--- src/rtl/pipe_ctrl.sv ---
// Pipeline sequencer for the fetch/decode/execute core: load-use stalls,
// data-memory wait with timeout, and post-branch flush control.
module pipe_ctrl #(
    parameter int unsigned LEN_REGNO    = 4,
    parameter int unsigned FLUSH_CYCLES = 2,
    parameter int unsigned MEM_TIMEOUT  = 15
) (
    input  logic                 clk,
    input  logic                 rst,
    input  logic                 dec_valid,
    input  logic [LEN_REGNO-1:0] dec_rs_regno,
    input  logic [LEN_REGNO-1:0] dec_rd_regno,
    input  logic                 dec_reads_rd,
    input  logic                 ex_is_ld,
    input  logic [LEN_REGNO-1:0] ex_rd_regno,
    input  logic                 ex_mem_start,
    input  logic                 br_taken,
    input  logic                 mem_ack,
    output logic                 fetch_en,
    output logic                 dec_stall,
    output logic                 ex_bubble,
    output logic                 flush,
    output logic                 mem_req,
    output logic                 timeout_err,
    output logic [1:0]           state_o
);

    localparam int unsigned WAIT_W  = 8;
    localparam int unsigned FLUSH_W = 3;

    localparam logic [WAIT_W-1:0]  WAIT_LAST  = WAIT_W'(MEM_TIMEOUT - 1);
    localparam logic [FLUSH_W-1:0] FLUSH_LOAD = FLUSH_W'(FLUSH_CYCLES - 1);
    localparam logic               MULTI_FLUSH = (FLUSH_CYCLES > 1);

    typedef enum logic [1:0] {
        ST_RUN      = 2'd0,
        ST_MEM_WAIT = 2'd1,
        ST_FLUSH    = 2'd2,
        ST_ERR      = 2'd3
    } state_e;

    state_e              state_q,       state_d;
    logic [WAIT_W-1:0]   wait_cnt_q,    wait_cnt_d;
    logic [FLUSH_W-1:0]  flush_cnt_q,   flush_cnt_d;
    logic                mem_req_q,     mem_req_d;
    logic                timeout_err_q, timeout_err_d;

    logic load_use;

    // Decode instruction needs the register the in-flight load has not yet written
    assign load_use = dec_valid && ex_is_ld &&
                      ((dec_rs_regno == ex_rd_regno) ||
                       (dec_reads_rd && (dec_rd_regno == ex_rd_regno)));

    always_comb begin
        state_d       = state_q;
        wait_cnt_d    = wait_cnt_q;
        flush_cnt_d   = flush_cnt_q;
        mem_req_d     = mem_req_q;
        timeout_err_d = timeout_err_q;
        fetch_en      = 1'b1;
        dec_stall     = 1'b0;
        ex_bubble     = 1'b0;
        flush         = 1'b0;

        unique case (state_q)
            ST_RUN: begin
                // Memory start outranks a coincident branch; the branch is dropped
                if (ex_mem_start) begin
                    state_d    = ST_MEM_WAIT;
                    mem_req_d  = 1'b1;
                    wait_cnt_d = '0;
                end else if (br_taken) begin
                    flush = 1'b1;
                    if (MULTI_FLUSH) begin
                        state_d     = ST_FLUSH;
                        flush_cnt_d = FLUSH_LOAD;
                    end
                end else if (load_use) begin
                    fetch_en  = 1'b0;
                    dec_stall = 1'b1;
                    ex_bubble = 1'b1;
                end
            end

            ST_MEM_WAIT: begin
                fetch_en  = 1'b0;
                dec_stall = 1'b1;
                // Ack is honoured even on the final allowed cycle
                if (mem_ack) begin
                    state_d   = ST_RUN;
                    mem_req_d = 1'b0;
                end else if (wait_cnt_q == WAIT_LAST) begin
                    state_d       = ST_ERR;
                    mem_req_d     = 1'b0;
                    timeout_err_d = 1'b1;
                end else begin
                    wait_cnt_d = wait_cnt_q + WAIT_W'(1);
                end
            end

            ST_FLUSH: begin
                flush       = 1'b1;
                ex_bubble   = 1'b1;
                flush_cnt_d = flush_cnt_q - FLUSH_W'(1);
                if (flush_cnt_q == FLUSH_W'(1)) begin
                    state_d = ST_RUN;
                end
            end

            ST_ERR: begin
                fetch_en  = 1'b0;
                dec_stall = 1'b1;
                ex_bubble = 1'b1;
            end

            default: begin
                state_d = ST_RUN;
            end
        endcase
    end

    always_ff @(posedge clk or posedge rst) begin
        if (rst) begin
            state_q       <= ST_RUN;
            wait_cnt_q    <= '0;
            flush_cnt_q   <= '0;
            mem_req_q     <= 1'b0;
            timeout_err_q <= 1'b0;
        end else begin
            state_q       <= state_d;
            wait_cnt_q    <= wait_cnt_d;
            flush_cnt_q   <= flush_cnt_d;
            mem_req_q     <= mem_req_d;
            timeout_err_q <= timeout_err_d;
        end
    end

    assign mem_req     = mem_req_q;
    assign timeout_err = timeout_err_q;
    assign state_o     = state_q;

endmodule

--- config.mk ---
export PLATFORM = sky130hd
export DESIGN_NAME = pipe_ctrl
export DESIGN_NICKNAME = d
export VERILOG_FILES = /design/src/rtl/pipe_ctrl.sv
export SDC_FILE = /design/constraint.sdc
export NUM_CORES = 1
export LEC_CHECK = 0
export ABC_AREA = 0
export ABC_CLOCK_PERIOD_IN_PS = 3600
export CORE_ASPECT_RATIO = 2
export CORE_MARGIN = 2
export CORE_UTILIZATION = 40
export CTS_CLUSTER_SIZE = 40
export DETAILED_ROUTE_END_ITERATION = 10
export GPL_TIMING_DRIVEN = 0
export MAX_ROUTING_LAYER = met4
export PLACE_DENSITY = 0.67
export SYNTH_ARGS = -nofsm -noshare
export SYNTH_HDL_FRONTEND = slang
export SYNTH_SLANG_ARGS = --single-unit
--- constraint.sdc ---
create_clock -name clk -period 3.6 [get_ports clk]
set_input_delay 0.72 -clock clk [delete_from_list [all_inputs] [get_ports clk]]
set_output_delay 0.72 -clock clk [all_outputs]
set_load 0.05 [all_outputs]
==> summary.md <==
| Metric | Value |
|---|---|
| Most frequent cells in the layout | clkdlybuf4s50_1 (25), dfrtp_1 (15), ha_1 (10) |
| Cells after Synth | 124 |
| Status | finished, final reports clean |
| Total track usage | 0.192 |
| Power per cell area | 649 nW/um2 |
| CP max FO | 7 |
| Initial antenna violation count | 0 |
| Leakage | 0.709 nW |
| CP Capture Type | output pin |
| Core area | 2770 um2 |
| Number of global-route vias before repair | 1170 |
| CTS sink cnt | 15 |
| Worst Reg2Reg Path Length in Cells | 7 |
| Critical path required time | 2880 ps |
| Die span in x | 42.2 um |
| CTS max path bufs | 2 |
| Synth unique cells | 43 |
| Clock latency on the worst-skew pair | 250 ps |
| Largest net degree at the start of global routing | 16 |
| Arr. time, crit path | 2720 ps |
| Average size of a mapped cell | 9.41 um2 |
| Placed Area | 1470 um2 |
| Design area | 1530 um2 |
| Root buf cell | clkbuf_8 |
| Reg2reg setup slack | 1540 ps |
| Routed Antenna Nets | 0 |
| HPWL Detailed | 2340 um |
| Hold endpoint | timeout_err |
| Commonest non-fill, non-tap cell in the layout | clkdlybuf4s50_1 |
| CP top delay family | buffers and inverters |
| Via density | 5.83 |
| Yosys Warn Count | 0 |
| Ant. Diodes | 0 |
| RR Startpoint | state_o[0] |
| Seq cells post-synth | 15 |
| Critical R2R Capture | state_o[1] |
| DR vias | 1072 |
| H-tree Lvls | 1 |
| Hold Path Depth | 1 |
| Skew final | 4.43 ps |
| Synth top area share | 0.322 |
| Routability cong. | 0.871 |
| Nets@finish | 186 |
| Final worst path period share | 0.955 |
| Die area | 3390 um2 |
| WP buf/inv | 2 |
| Grt ovf | 0 |
| Pins over their slew limit | 0 |
| CTS hold repair buffers | 0 |
| Num rows | 27 |
| Net Count, Synth | 154 |
| Minimum clock period | 3440 ps |
| Final hold vios | 0 |
| Most common flop cell mapped by yosys | dfrtp_1 |
| CTS tree | yes |
| Most frequent cell on the critical path | clkdlybuf4s50_1 |
| Critical-path top delay cell | clkdlybuf4s50_1 |
| Layout cells sized above 1 | 0.103 |
| First-pass GRT wire length | 4860 um |
| Drc violations | 0 |
| Area growth syn-to-layout | 30.7% |
| Routed Wire Length | 2810 um |
| Die span in y | 80.4 um |
| Maximum vdd drop | 323 uV |
| Starting density of the core | 0.421 |
| Max-slew headroom | 0.608 |
| Drt wl/cell | 15.3 um |
| Clock slew at reported path FFs | 60 ps |
| 1st-pass router iterations | 3 |
| Async S/R FF share, synth | 1.00 |
| Area leader, netlist | dfrtp_1 |
| Area contributors post-synth | dfrtp_1 (32%), ha_1 (11%), xor2_1 (5.3%), nand3_1 (3.0%), inv_1 (2.9%) |
| # IOs | 28 |
| Final-report setup violation count | 0 |
| Synth Cell Area | 1170 um2 |
| Seq/Total Area, Yosys | 0.322 |
| Worst Setup Path Type | primary input to output pin |
| FMAX | 291 MHz |
| MaxCap Viol Count | 0 |
| Pre-CTS setup slack | -288 ps |
| Final setup margin | 163 ps |
| DR iter-0 viols | 22 |
| Hold Path Class | flop to flop |
| Worst-path cell chain | clkdlybuf4s50_1, nor2b_2, nand4_1, o22a_1, clkdlybuf4s50_1 |
| RSZ-0062 raised after global routing | false |
| Post-CTS setup buffers | 0 |
| Post-synth EDFFs | 0 |
| Slew @ Worst Pin | 587 ps |
| Critical Path Start Type | primary input |
| Hold path start | timeout_err |
| I/O Buffers | 27 |
| CP max stage delay | 700 ps |
| Num CTS Buffers | 3 |
[metrics by stage]
| step | hold slack [ps] | power (mW) | std cells | utilization | setup TNS, ps |
|---|---|---|---|---|---|
| floorplan | 456 | 0.679 | 124 | - | 0 |
| global placement | 447 | 0.844 | 180 | 0.532 | -446 |
| detailed placement | 451 | 0.861 | 180 | 0.532 | -489 |
| CTS | 465 | 0.997 | 184 | 0.547 | 0 |
| global route | 486 | 1.06 | 184 | 0.551 | 0 |
| finish | 458 | 0.990 | 184 | 0.551 | 0 |
[power by group]
group          leakage, nW  switching (mW)  internal [mW]  total, mW
sequential           0.197          0.0494          0.208      0.258
clock               0.0228          0.0619         0.0785      0.140
combinational        0.489           0.349          0.243      0.592
[worst max path at each step]
stage	depth (start not counted)	startpoint	slack, ps	endpoint
global route	5	ex_mem_start	70	fetch_en
CTS	6	ex_rd_regno[0]	20	dec_stall
floorplan	6	state_o[0]	80	ex_bubble
detailed placement	6	ex_rd_regno[0]	-290	dec_stall
global placement	5	ex_mem_start	-240	dec_stall
finish	5	ex_mem_start	160	fetch_en
[layout make-up]
type	count	area, um2
Fill cell	265	1240
Multi-Input combinational cell	97	747
Sequential cell	15	375
Timing Repair Buffer	27	268
Clock buffer	4	45.0
Tap cell	29	36.3
Inverter	9	33.8
Buffer	3	20.0
[state kept, by name, indices dropped and copies added (netlist names)]
name / count
wait_cnt_q: 8
mem_req: 1
state_o: 2
timeout_err: 1
flush_cnt_q: 3
[cells by family (layout without fill, tap and decap cells)]
family          after synthesis  count (layout)  synth area share
flops                        15              15             0.322
simple gates                 43              43             0.219
mux                           6               6            0.0589
fa+ha+maj                    10              10             0.107
buf+inv                      12              43            0.0461
xor+xnor                      8               8            0.0600
compound gates               30              30             0.188
[metal layers]
layer	share of wire	GRT usage	wire length, um
met1	0.33	0.155	924
met2	0.59	0.383	1670
met3	0.035	0.0180	98
met4	0.044	0.131	123
met5	0	-	0
[what timing repair did]
item                                   4_1_cts  5_1_grt
resized for setup                            2        4
setup endpoints to repair                    2        3
gates cloned                                 0        0
pin swaps                                    0        0
endpoints found under the hold margin        0        0
[cell usage after synthesis (2+ instances only)]
cell       n
a21o_1     2
nand2b_1   4
a221oi_1   3
nor2_1     2
inv_1      9
ha_1      10
nor2b_1    2
o31ai_1    3
a21boi_1   4
nand3_1    7
mux2i_1    2
nor3_1     3
a21oi_1    3
mux2_2     3
o21ai_0    6
dfrtp_1   15
nand2_1    9
nor4_1     2
or4_1      3
xor2_1     7
or4b_1     2
and3_1     2
Note: power is estimated with default switching activity, not from simulation.
